### config.mk
export PLATFORM = sky130hd
export DESIGN_NAME = ps2_keypad_rx
export DESIGN_NICKNAME = d
export VERILOG_FILES = /design/src/rtl/ps2_keypad_rx_pkg.sv /design/src/rtl/ps2_keypad_rx_fifo.sv /design/src/rtl/ps2_keypad_rx.sv
export SDC_FILE = /design/constraint.sdc
export NUM_CORES = 1
export LEC_CHECK = 0
export CORE_ASPECT_RATIO = 1.1
export CORE_MARGIN = 2
export CORE_UTILIZATION = 40
export CTS_BUF_LIST = sky130_fd_sc_hd__clkbuf_4
export DETAILED_ROUTE_END_ITERATION = 7
export HOLD_SLACK_MARGIN = 0.06
export PLACE_DENSITY = 0.62
export SLEW_MARGIN = 15
export SYNTH_ARGS = -nofsm -noshare
export SYNTH_HDL_FRONTEND = slang
export SYNTH_HIERARCHICAL = 1
export SYNTH_SLANG_ARGS = --single-unit
### constraint.sdc
create_clock -name CLK -period 4.2 [get_ports CLK]
set_clock_uncertainty 0.15 [all_clocks]
set_input_delay 0.63 -clock CLK [delete_from_list [all_inputs] [get_ports CLK]]
set_output_delay 0.63 -clock CLK [all_outputs]
set_load 0.01 [all_outputs]
### src/rtl/ps2_keypad_rx_pkg.sv
//------------------------------------------------------------------------------
// Module   : ps2_pkg
// Brief    : Shared types, scan codes and keypad lookup for the PS/2 receiver.
// Revision : 1.0 - initial release
//------------------------------------------------------------------------------
`default_nettype none

package ps2_pkg;

    typedef enum logic [3:0] {
        KEY_0     = 4'd0,
        KEY_1     = 4'd1,
        KEY_2     = 4'd2,
        KEY_3     = 4'd3,
        KEY_4     = 4'd4,
        KEY_5     = 4'd5,
        KEY_6     = 4'd6,
        KEY_7     = 4'd7,
        KEY_8     = 4'd8,
        KEY_9     = 4'd9,
        KEY_ADD   = 4'd10,
        KEY_SUB   = 4'd11,
        KEY_MUL   = 4'd12,
        KEY_DIV   = 4'd13,
        KEY_ENTER = 4'd14,
        KEY_ESC   = 4'd15
    } key_code_t;

    localparam logic [7:0] SC_EXT   = 8'hE0;
    localparam logic [7:0] SC_BREAK = 8'hF0;
    localparam logic [7:0] SC_0     = 8'h70;
    localparam logic [7:0] SC_1     = 8'h69;
    localparam logic [7:0] SC_2     = 8'h72;
    localparam logic [7:0] SC_3     = 8'h7A;
    localparam logic [7:0] SC_4     = 8'h6B;
    localparam logic [7:0] SC_5     = 8'h73;
    localparam logic [7:0] SC_6     = 8'h74;
    localparam logic [7:0] SC_7     = 8'h6C;
    localparam logic [7:0] SC_8     = 8'h75;
    localparam logic [7:0] SC_9     = 8'h7D;
    localparam logic [7:0] SC_ADD   = 8'h79;
    localparam logic [7:0] SC_SUB   = 8'h7B;
    localparam logic [7:0] SC_MUL   = 8'h7C;
    localparam logic [7:0] SC_DIV   = 8'h4A;
    localparam logic [7:0] SC_ENTER = 8'h5A;
    localparam logic [7:0] SC_ESC   = 8'h76;

    typedef struct packed {
        logic [7:0] raw;
        key_code_t  code;
        logic       ext;
        logic       is_release;
    } key_token_t;

    typedef enum logic [1:0] {
        ST_IDLE  = 2'd0,
        ST_SHIFT = 2'd1,
        ST_CHECK = 2'd2
    } frame_state_t;

    typedef struct packed {
        logic      hit;
        key_code_t code;
    } scan_lookup_t;

    function automatic scan_lookup_t lookup_scan(input logic [7:0] sc);
        scan_lookup_t r;
        r.hit  = 1'b1;
        r.code = KEY_0;
        case (sc)
            SC_0:     r.code = KEY_0;
            SC_1:     r.code = KEY_1;
            SC_2:     r.code = KEY_2;
            SC_3:     r.code = KEY_3;
            SC_4:     r.code = KEY_4;
            SC_5:     r.code = KEY_5;
            SC_6:     r.code = KEY_6;
            SC_7:     r.code = KEY_7;
            SC_8:     r.code = KEY_8;
            SC_9:     r.code = KEY_9;
            SC_ADD:   r.code = KEY_ADD;
            SC_SUB:   r.code = KEY_SUB;
            SC_MUL:   r.code = KEY_MUL;
            SC_DIV:   r.code = KEY_DIV;
            SC_ENTER: r.code = KEY_ENTER;
            SC_ESC:   r.code = KEY_ESC;
            default:  r.hit  = 1'b0;
        endcase
        return r;
    endfunction

endpackage

`default_nettype wire

### src/rtl/ps2_keypad_rx_fifo.sv
//------------------------------------------------------------------------------
// Module   : ps2_token_fifo
// Brief    : Show-ahead token FIFO; a push into a full FIFO is dropped unless a
//            pop happens in the same cycle.
// Revision : 1.0 - initial release
//------------------------------------------------------------------------------
`default_nettype none

module ps2_token_fifo
    import ps2_pkg::*;
#(
    parameter int FIFO_DEPTH = 4
) (
    input  logic                        CLK,
    input  logic                        RST_N,
    input  logic                        i_push,
    input  key_token_t                  i_token,
    input  logic                        i_pop,
    output logic                        o_valid,
    output key_token_t                  o_token,
    output logic                        o_overflow,
    output logic [$clog2(FIFO_DEPTH):0] o_level
);

    localparam int              c_AW   = $clog2(FIFO_DEPTH);
    localparam logic [c_AW:0]   c_FULL = (c_AW + 1)'(FIFO_DEPTH);

    key_token_t        r_mem [FIFO_DEPTH];
    logic [c_AW-1:0]   r_wr_ptr;
    logic [c_AW-1:0]   r_rd_ptr;
    logic [c_AW:0]     r_count;
    logic              w_empty;
    logic              w_full;
    logic              w_pop;
    logic              w_push;

    assign w_empty    = (r_count == '0);
    assign w_full     = (r_count == c_FULL);
    assign w_pop      = i_pop && !w_empty;
    // A pop frees the slot in the same cycle, so full + pop still accepts.
    assign w_push     = i_push && (!w_full || w_pop);
    assign o_overflow = i_push && w_full && !w_pop;
    assign o_valid    = !w_empty;
    assign o_token    = w_empty ? '0 : r_mem[r_rd_ptr];
    assign o_level    = r_count;

    always_ff @(posedge CLK or negedge RST_N) begin
        if (!RST_N) begin
            r_wr_ptr <= '0;
            r_rd_ptr <= '0;
            r_count  <= '0;
        end else begin
            if (w_push) r_wr_ptr <= r_wr_ptr + c_AW'(1);
            if (w_pop)  r_rd_ptr <= r_rd_ptr + c_AW'(1);
            case ({w_push, w_pop})
                2'b10:   r_count <= r_count + (c_AW + 1)'(1);
                2'b01:   r_count <= r_count - (c_AW + 1)'(1);
                default: r_count <= r_count;
            endcase
        end
    end

    always_ff @(posedge CLK) begin
        if (w_push) r_mem[r_wr_ptr] <= i_token;
    end

endmodule

`default_nettype wire

### src/rtl/ps2_keypad_rx.sv
//------------------------------------------------------------------------------
// Module   : ps2_keypad_rx
// Brief    : PS/2 frame receiver, E0/F0 prefix decoder and keypad token FIFO.
//            Option macro: PS2_BREAK_EVENTS_EN (queue break events as tokens).
// Revision : 1.0 - initial release
//------------------------------------------------------------------------------
`default_nettype none

module ps2_keypad_rx
    import ps2_pkg::*;
#(
    parameter int CLK_DIV       = 250,
    parameter int TIMEOUT_TICKS = 4000,
    parameter int FIFO_DEPTH    = 4
) (
    input  logic                        CLK,
    input  logic                        RST_N,
    input  logic                        PS2_CLK,
    input  logic                        PS2_DATA,
    output logic                        key_valid,
    input  logic                        key_ready,
    output logic [3:0]                  key_code,
    output logic [7:0]                  key_raw,
    output logic                        key_ext,
    output logic                        key_release,
    output logic                        frame_err,
    output logic                        overflow,
    output logic [$clog2(FIFO_DEPTH):0] fifo_level
);

    localparam int                 c_DIV_W  = $clog2(CLK_DIV);
    localparam logic [c_DIV_W-1:0] c_DIV_MAX = c_DIV_W'(CLK_DIV - 1);
    localparam int                 c_TO_W   = $clog2(TIMEOUT_TICKS + 1);
    localparam logic [c_TO_W-1:0]  c_TO_MAX = c_TO_W'(TIMEOUT_TICKS - 1);

    logic [1:0]          r_clk_sync;
    logic [1:0]          r_data_sync;
    logic                r_clk_prev;
    logic [c_DIV_W-1:0]  r_div_cnt;
    logic                w_tick;
    logic                w_fall;
    frame_state_t        r_state;
    frame_state_t        w_state_next;
    logic [10:0]         r_shift;
    logic [3:0]          r_bit_cnt;
    logic [c_TO_W-1:0]   r_to_cnt;
    logic                w_frame_ok;
    logic [7:0]          r_byte;
    logic                r_byte_valid;
    logic                r_ext;
    logic                r_brk;
    logic                w_ext_next;
    logic                w_brk_next;
    logic                w_push;
    scan_lookup_t        w_lookup;
    key_token_t          w_tok;
    key_token_t          w_head;

    assign w_tick = (r_div_cnt == c_DIV_MAX);
    assign w_fall = r_clk_prev && !r_clk_sync[1];
    // Frame layout after 11 LSB-first shifts: [0] start, [8:1] data, [9] parity, [10] stop.
    assign w_frame_ok = !r_shift[0] && r_shift[10] && (^r_shift[9:1]);

    always_ff @(posedge CLK or negedge RST_N) begin
        if (!RST_N) begin
            r_clk_sync  <= 2'b11;
            r_data_sync <= 2'b11;
            r_clk_prev  <= 1'b1;
            r_div_cnt   <= '0;
        end else begin
            r_clk_sync  <= {r_clk_sync[0], PS2_CLK};
            r_data_sync <= {r_data_sync[0], PS2_DATA};
            r_div_cnt   <= w_tick ? '0 : r_div_cnt + c_DIV_W'(1);
            if (w_tick) r_clk_prev <= r_clk_sync[1];
        end
    end

    always_ff @(posedge CLK or negedge RST_N) begin
        if (!RST_N) r_state <= ST_IDLE;
        else        r_state <= w_state_next;
    end

    always_comb begin
        w_state_next = r_state;
        frame_err    = 1'b0;
        case (r_state)
            ST_IDLE: begin
                if (w_tick && w_fall) w_state_next = ST_SHIFT;
            end
            ST_SHIFT: begin
                if (w_tick) begin
                    if (w_fall) begin
                        if (r_bit_cnt == 4'd10) w_state_next = ST_CHECK;
                    end else if (r_to_cnt == c_TO_MAX) begin
                        w_state_next = ST_IDLE;
                    end
                end
            end
            ST_CHECK: begin
                w_state_next = ST_IDLE;
                frame_err    = !w_frame_ok;
            end
            default: w_state_next = ST_IDLE;
        endcase
    end

    always_ff @(posedge CLK or negedge RST_N) begin
        if (!RST_N) begin
            r_shift      <= '0;
            r_bit_cnt    <= '0;
            r_to_cnt     <= '0;
            r_byte       <= '0;
            r_byte_valid <= 1'b0;
        end else begin
            if (w_tick && w_fall && (r_state != ST_CHECK)) begin
                r_shift   <= {r_data_sync[1], r_shift[10:1]};
                r_bit_cnt <= (r_state == ST_IDLE) ? 4'd1 : r_bit_cnt + 4'd1;
            end
            if (r_state != ST_SHIFT) r_to_cnt <= '0;
            else if (w_tick)         r_to_cnt <= w_fall ? '0 : r_to_cnt + c_TO_W'(1);
            r_byte       <= r_shift[8:1];
            r_byte_valid <= (r_state == ST_CHECK) && w_frame_ok;
        end
    end

    always_comb begin
        w_ext_next = r_ext;
        w_brk_next = r_brk;
        w_push     = 1'b0;
        w_lookup   = lookup_scan(r_byte);
        w_tok.raw  = r_byte;
        w_tok.code = w_lookup.code;
        w_tok.ext  = r_ext;
`ifdef PS2_BREAK_EVENTS_EN
        w_tok.is_release = r_brk;
`else
        w_tok.is_release = 1'b0;
`endif
        if (r_byte_valid) begin
            if (r_byte == SC_EXT) begin
                w_ext_next = 1'b1;
            end else if (r_byte == SC_BREAK) begin
                w_brk_next = 1'b1;
            end else begin
                w_ext_next = 1'b0;
                w_brk_next = 1'b0;
`ifdef PS2_BREAK_EVENTS_EN
                w_push = w_lookup.hit;
`else
                w_push = w_lookup.hit && !r_brk;
`endif
            end
        end
    end

    always_ff @(posedge CLK or negedge RST_N) begin
        if (!RST_N) begin
            r_ext <= 1'b0;
            r_brk <= 1'b0;
        end else begin
            r_ext <= w_ext_next;
            r_brk <= w_brk_next;
        end
    end

    ps2_token_fifo #(
        .FIFO_DEPTH (FIFO_DEPTH)
    ) u_fifo (
        .CLK        (CLK),
        .RST_N      (RST_N),
        .i_push     (w_push),
        .i_token    (w_tok),
        .i_pop      (key_ready),
        .o_valid    (key_valid),
        .o_token    (w_head),
        .o_overflow (overflow),
        .o_level    (fifo_level)
    );

    assign key_code    = w_head.code;
    assign key_raw     = w_head.raw;
    assign key_ext     = w_head.ext;
    assign key_release = w_head.is_release;

endmodule

`default_nettype wire

==> flow_metrics.py, run 1 <==
metrics = {
    "outcome": {
        "outcome": "finished, final reports clean",
    },
    "cts": {
        "cts_made_buffers": 17,
        "clock-sinks": 116,
        "cts.htree.levels": 4,
        "tritoncts_clock_tree": "built",
        "cts.reportedPaths.clkPinSlew_ns": 0.10,
        "clock_insertion_delay_worst_skew_ns": 0.51,
        "post_cts.resized_instances": 0,
        "clockBufferDepth": 2,
        "root_buffer": "sky130_fd_sc_hd__clkbuf_4",
    },
    "critical_path": {
        "critPathSlowestCell": "sky130_fd_sc_hd__dfrtp_1",
        "critPathMaxFanout": 16,
        "ordered_cell_list_for_the_critical_path": "nand2b_1 > nor4_2 > o21ai_0 > a311oi_1 > buf_4 > and2_1 > clkdlybuf4s50_1",
        "worstReg2RegEnd": "u_fifo/r_mem[2][6]$_DFFE_PP_",
        "critical_path_required_ns": 3.42,
        "r2r_start": "r_byte[0]$_DFF_PN0_",
        "endpoint_kind": "output port",
        "crit_path_max_incr_delay_ns": 0.57,
        "timing.critical_path.from_type": "flip-flop",
        "r2r_cells": 7,
        "worst_ep_arrival_time_ns": 3.14,
        "timing.setup.critical_path_class": "reg -> out",
        "r2r_setup_slk_ns": 0.69,
    },
    "timing": {
        "timing.final.setup_violations": 0,
        "grt_setup_unrepaired": "false",
        "worst_max_slew_pin_slew_ns": 0.722,
        "timing.final.hold_violations": 0,
        "period_needed_ns": 3.92,
        "max_freq_mhz": 255,
        "timing.setup.tns_ns": 0,
        "max_slew_margin_pct": 51.9,
        "holdWs_ns": 0.212,
        "report.final.slew_viol_count": 0,
        "period_share_pct": 93.3,
    },
    "floorplan": {
        "placeableCoreArea_um2": 13100,
        "num_io_pins": 25,
        "floorplan.rows": 44,
        "die_area_um2": 14300,
        "fp.dieW_um": 114,
        "die_y_um": 125,
        "initial_cell_density_of_the_core_pct": 40.7,
    },
    "final_layout": {
        "finalInstanceArea_um2": 6050,
        "fillCellCount": 1195,
        "layout.nets": 448,
        "insertedDiodeCount": 0,
        "drive_gt1_share_pct": 16.6,
        "utilization_pct": 46.2,
        "syn_to_final_growth_pct": 13.6,
        "post_layout_nonfiller_instances": 607,
    },
    "routing": {
        "drt_first_pass_iters": 4,
        "drt-total-wl_um": 9210,
        "vias": 3230,
        "postRouteAntennaNets": 0,
        "wl_per_cell_um": 15.2,
        "drc_marker_count_from_the_first_detailed_route_iteration": 120,
        "detail_route.vias_per_cell": 5.32,
        "route.detailed.drc": 0,
    },
    "yosys": {
        "syn-cell-area_um2": 5330,
        "synth_warnings": 6,
        "synthCells": 399,
        "synth-edff-count": 56,
        "synth_top_flop_cell": "sky130_fd_sc_hd__edfxtp_1",
        "synth_cell_type_count": 68,
        "syn_avg_cell_area_um2": 13.3,
        "synth-seq-area-share_pct": 59.9,
        "yosys_register_bits": 116,
        "postSynth.asyncResetShare_pct": 51.7,
    },
    "global_routing": {
        "grt_pass1_wl_um": 15500,
        "grt_start_max_net_pins": 35,
        "via_count_of_the_first_global_routing_pass": 3281,
        "initial_antenna_violation_count": 0,
        "grt_use_total_pct": 13.9,
        "overflow": 0,
    },
    "placement": {
        "hpwlAfterDp_um": 6230,
        "post-place-cells": 574,
        "placedInstanceArea_um2": 5700,
        "placement.io_buffers": 24,
        "gp_routability_congestion": 0.793,
    },
    "worst_hold_path": {
        "timing.hold.worst.start": "r_data_sync[0]$_DFF_PN1_",
        "timing.hold.worst_path_depth": 0,
        "hold_end": "r_data_sync[1]$_DFF_PN1_",
        "hp-class": "reg -> reg",
    },
    "power_and_ir_drop": {
        "max-vdd-ir-drop_mv": 0.211,
        "p_leak_nw": 2.45,
        "cellPowerDensity_nw_per_um2": 413,
    },
    "job": {
        "cap_violations": 0,
    },
}
-- worst max-delay path by stage --
stage	startpoint	endpoint	slack [ns]	cells after the start
2_1_floorplan	r_byte[0]$_DFF_PN0_	u_fifo/o_level[1]$_DFFE_PN0P_	1.38	11
3_3_place_gp	r_byte[0]$_DFF_PN0_	u_fifo/r_mem[2][13]$_DFFE_PP_	0.75	7
3_5_place_dp	r_byte[0]$_DFF_PN0_	u_fifo/r_mem[2][7]$_DFFE_PP_	0.65	7
4_1_cts	r_byte[0]$_DFF_PN0_	overflow	0.22	7
5_1_grt	r_byte[0]$_DFF_PN0_	overflow	0.06	7
6_report	r_byte[0]$_DFF_PN0_	overflow	0.28	7
-- layout by cell type (no fill, tap or decap), drive strengths merged, types with 4 or more instances in the layout --
master / count
a21oi: 11
and2: 19
buf: 6
bufinv: 5
clkbuf: 17
clkdlybuf4s50: 23
clkinv: 7
conb: 4
dfrtp: 55
dfstp: 5
edfxtp: 56
ha: 9
inv: 13
mux2: 12
mux4: 14
nand2: 23
nand2b: 10
nand3: 15
nand4: 5
nor2: 18
nor3: 4
o21ai: 23
o31ai: 8
or3: 5
or4: 5
xnor2: 10
xor2: 8
-- critical path: cells and delay by family (launching register included) --
family | cells | cell delay, ns
buf+inv | 2 | 0.76
simple gates | 3 | 0.74
flops | 1 | 0.57
compound gates | 2 | 0.56
-- synth_stat cells, drive strengths merged, types with 9 or more instances --
cell type | n | area, um2
mux4 | 14 | 338
inv | 13 | 48.8
edfxtp | 56 | 1680
nand2b | 10 | 62.6
nand3 | 15 | 80.1
xnor2 | 10 | 87.6
o21ai | 23 | 115
mux2 | 12 | 135
ha | 9 | 113
nor2 | 18 | 70.1
buf | 14 | 92.6
dfrtp | 55 | 1380
and2 | 19 | 119
nand2 | 23 | 86.3
a21oi | 11 | 58.8
-- metal layers --
metal	up-vias	wire, um	global-route usage [%]
met2	58	4660	22.8
met1	1605	4100	17.1
li1	1557	-	-
met5	-	0	0
met3	10	320	3.97
met4	0	119	6.10
-- area by class of cell --
type / instances / area (um2) / share of cell area, %
inverter: 13 / 48.8 / 0.806
clock inverter: 15 / 213 / 3.51
multi-input combinational: 255 / 1990 / 32.9
sequential: 116 / 3190 / 52.7
clock buffer: 17 / 128 / 2.11
tap: 161 / 201 / 3.33
timing repair buffer: 30 / 283 / 4.67
-- where the power goes --
part | internal, W | switching, W | total, W
Sequential | 0.00121 | 0.0000581 | 0.00127
Combinational | 0.000157 | 0.000136 | 0.000294
Clock | 0.000526 | 0.000412 | 0.000938
Total | 0.00189 | 0.000606 | 0.00250
-- metrics by stage --
step           total power, W  setup slack, ns
2_1_floorplan         0.00151             1.38
3_3_place_gp          0.00158            0.751
3_5_place_dp          0.00159            0.645
4_1_cts               0.00253            0.224
5_1_grt               0.00261           0.0639
6_report              0.00250            0.280
-- sequential cells by signal (all words and copies together), names as in the netlist, 2 cells and up --
name / count
u_fifo/r_mem: 56
r_to_cnt: 12
r_shift: 11
r_byte: 8
r_div_cnt: 8
r_bit_cnt: 4
u_fifo/o_level: 3
r_clk_sync: 2
r_data_sync: 2
r_state: 2
u_fifo/r_rd_ptr: 2
u_fifo/r_wr_ptr: 2
-- kinds of logic (layout without fill, tap and decap cells) --
| logic type | count (synthesis) | in the layout | synth area share [%] |
|---|---|---|---|
| buffers and inverters | 31 | 75 | 2.98 |
| and+or+nand+nor | 129 | 129 | 14.0 |
| DFF | 116 | 116 | 59.9 |
| AOI/OAI and AO/OA | 65 | 65 | 7.96 |
| adders and majority gates | 10 | 10 | 2.49 |
| other | 1 | 4 | 0.0704 |
| xor gates and xnor gates | 19 | 19 | 3.38 |
| muxes | 28 | 28 | 9.26 |
-- what timing repair did --
| item | in CTS | in global routing |
|---|---|---|
| buffers inserted | 0 | 0 |
| hold buffers | 1 | 0 |
| hold endpoints to repair | 21 | 0 |
No activity file was read; power rests on OpenSTA's default activity.
==> run 2, diff against run 1 <==
Settings changed: PLACE_DENSITY 0.62 to default.
==> flow_metrics.py, run 2 (synthesis gave the netlist of run 1 again) <==
metrics = {
    "final_layout": {
        "utilization_pct": 45.7,
        "commonest_cells_after_routing_fill_and_taps_aside": "sky130_fd_sc_hd__edfxtp_1, sky130_fd_sc_hd__dfrtp_1, sky130_fd_sc_hd__nand2_1, sky130_fd_sc_hd__o21ai_0, sky130_fd_sc_hd__clkdlybuf4s50_1",
        "largest_reg_flops": 56,
        "commonest_non_fill_non_tap_cell_in_the_layout": "sky130_fd_sc_hd__edfxtp_1",
        "layout.nets": 448,
        "syn_to_final_growth_pct": 12.3,
        "layout.area.seq_um2": 3190,
        "drive_gt1_share_pct": 16.8,
        "register_ranked_first_by_flip_flop_count": "u_fifo/r_mem",
        "reg_top3": "u_fifo/r_mem (56), r_to_cnt (12), r_shift (11)",
        "insertedDiodeCount": 0,
        "fillCellCount": 1200,
        "area_used_by_multi_input_combinational_logic_um2": 1990,
    },
    "power_and_ir_drop": {
        "max-vdd-ir-drop_mv": 0.181,
        "cellPowerDensity_nw_per_um2": 390,
        "p_leak_nw": 2.41,
    },
    "routing": {
        "wl_per_cell_um": 15.3,
        "drc_marker_count_from_the_first_detailed_route_iteration": 149,
        "drt-total-wl_um": 9260,
        "vias": 3214,
        "detail_route.vias_per_cell": 5.29,
        "drt_first_pass_iters": 4,
        "route.detailed.drc": 0,
        "postRouteAntennaNets": 0,
    },
    "global_routing": {
        "overflow": 0,
        "initial_antenna_violation_count": 0,
        "grt_start_max_net_pins": 45,
        "via_count_of_the_first_global_routing_pass": 3225,
        "grt_pass1_wl_um": 15600,
        "grt_use_total_pct": 14.2,
    },
    "placement": {
        "hpwlAfterDp_um": 6140,
        "dpl_worst_slack_ns": 0.758,
        "placement.io_buffers": 24,
        "gp_routability_congestion": 0.780,
    },
    "cts": {
        "cts.htree.levels": 4,
        "ctsHoldBuffers": 0,
        "clock_insertion_delay_worst_skew_ns": 0.51,
        "tritoncts_clock_tree": "built",
        "clock-sinks": 116,
        "cts_made_buffers": 17,
        "cts_post_setup_buffers_inserted": 0,
        "cts.reportedPaths.clkPinSlew_ns": 0.10,
        "clockBufferDepth": 2,
        "root_buffer": "sky130_fd_sc_hd__clkbuf_4",
        "post_cts.resized_instances": 0,
    },
    "floorplan": {
        "fp.dieW_um": 114,
        "initial_cell_density_of_the_core_pct": 40.7,
        "num_io_pins": 25,
        "floorplan.rows": 44,
        "die_area_um2": 14300,
        "placeableCoreArea_um2": 13100,
        "die_y_um": 125,
    },
    "critical_path": {
        "critical_path_required_ns": 3.42,
        "r2r_cells": 7,
        "worst_ep_arrival_time_ns": 3.08,
        "critPathMaxFanout": 16,
        "timing.critical_path.from_type": "flip-flop",
        "endpoint_kind": "output port",
        "r2r_start": "r_byte[0]$_DFF_PN0_",
        "worstReg2RegEnd": "u_fifo/r_mem[2][3]$_DFFE_PP_",
        "r2r_setup_slk_ns": 0.81,
        "timing.setup.critical_path_class": "reg -> out",
    },
    "outcome": {
        "outcome": "finished, final reports clean",
    },
    "timing": {
        "timing.setup.tns_ns": 0,
        "max_slew_margin_pct": 33.3,
        "timing.final.hold_violations": 0,
        "report.final.slew_viol_count": 0,
        "timing.final.setup_violations": 0,
        "grt_setup_unrepaired": "false",
        "worst_max_slew_pin_slew_ns": 1.00,
        "period_needed_ns": 3.86,
        "period_share_pct": 91.8,
        "final.setup.worst_slack_ns": 0.343,
        "max_freq_mhz": 259,
    },
    "worst_hold_path": {
        "hp-class": "in -> async",
    },
    "job": {
        "cap_violations": 0,
    },
}
## run 2: cell type report
class	count	area share [%]
clock buffers	18	2.26
clock inverters	14	2.32
inverters	13	0.816
multi-input cells	255	33.2
flip-flops and latches	116	53.3
well taps	161	3.37
repair buffers	30	4.68
## run 2: worst max-delay path by stage
stage	from	end	slack, ns	cells past startpoint
finish	r_byte[0]$_DFF_PN0_	overflow	0.34	7
global route	r_byte[0]$_DFF_PN0_	overflow	0.06	7
CTS	r_byte[0]$_DFF_PN0_	overflow	0.25	7
detailed placement	r_byte[0]$_DFF_PN0_	u_fifo/r_mem[2][13]$_DFFE_PP_	0.76	7
global placement	r_byte[0]$_DFF_PN0_	u_fifo/r_mem[2][13]$_DFFE_PP_	0.82	7
floorplan	r_byte[0]$_DFF_PN0_	u_fifo/o_level[1]$_DFFE_PN0P_	1.38	11
## run 2: routing by layer
metal	global-route usage, %	up-vias	wire length, um
li1	-	1558	-
met5	0	-	0
met4	7.10	0	187
met3	3.78	16	313
met2	22.8	53	4590
met1	17.6	1587	4170
## run 2: per-stage QoR
step | hold WS, ns | power (W) | cell area, um2 | std cells
after global placement | 0.197 | 0.00159 | 5710 | 575
after global routing | 0.175 | 0.00246 | 5980 | 607
after CTS | 0.120 | 0.00237 | 5980 | 607
after floorplan | 0.184 | 0.00151 | 5340 | 402
after detailed placement | 0.199 | 0.00159 | 5710 | 575
final | 0.133 | 0.00233 | 5980 | 607
## run 2: critical path, stage by stage (launching register included)
cell and delay (ns):
sky130_fd_sc_hd__dfrtp_1 0.56, sky130_fd_sc_hd__nand2b_1 0.25, sky130_fd_sc_hd__nor4_2 0.36, sky130_fd_sc_hd__o21ai_0 0.19, sky130_fd_sc_hd__a311oi_1 0.31, sky130_fd_sc_hd__buf_4 0.23, sky130_fd_sc_hd__and2_1 0.13, sky130_fd_sc_hd__clkdlybuf4s50_1 0.53
## run 2: where the power goes
group	internal, W	total, W	switching, W
sequential	0.00121	0.00128	0.0000692
clock	0.000354	0.000774	0.000420
combinational	0.000156	0.000282	0.000126
total	0.00172	0.00233	0.000616
==> run 3, diff against run 2 <==
Settings changed: TNS_END_PERCENT from default to 20.
==> results of run 3 <==
No change in the layout: final DEF, timing and power equal those of run 2.
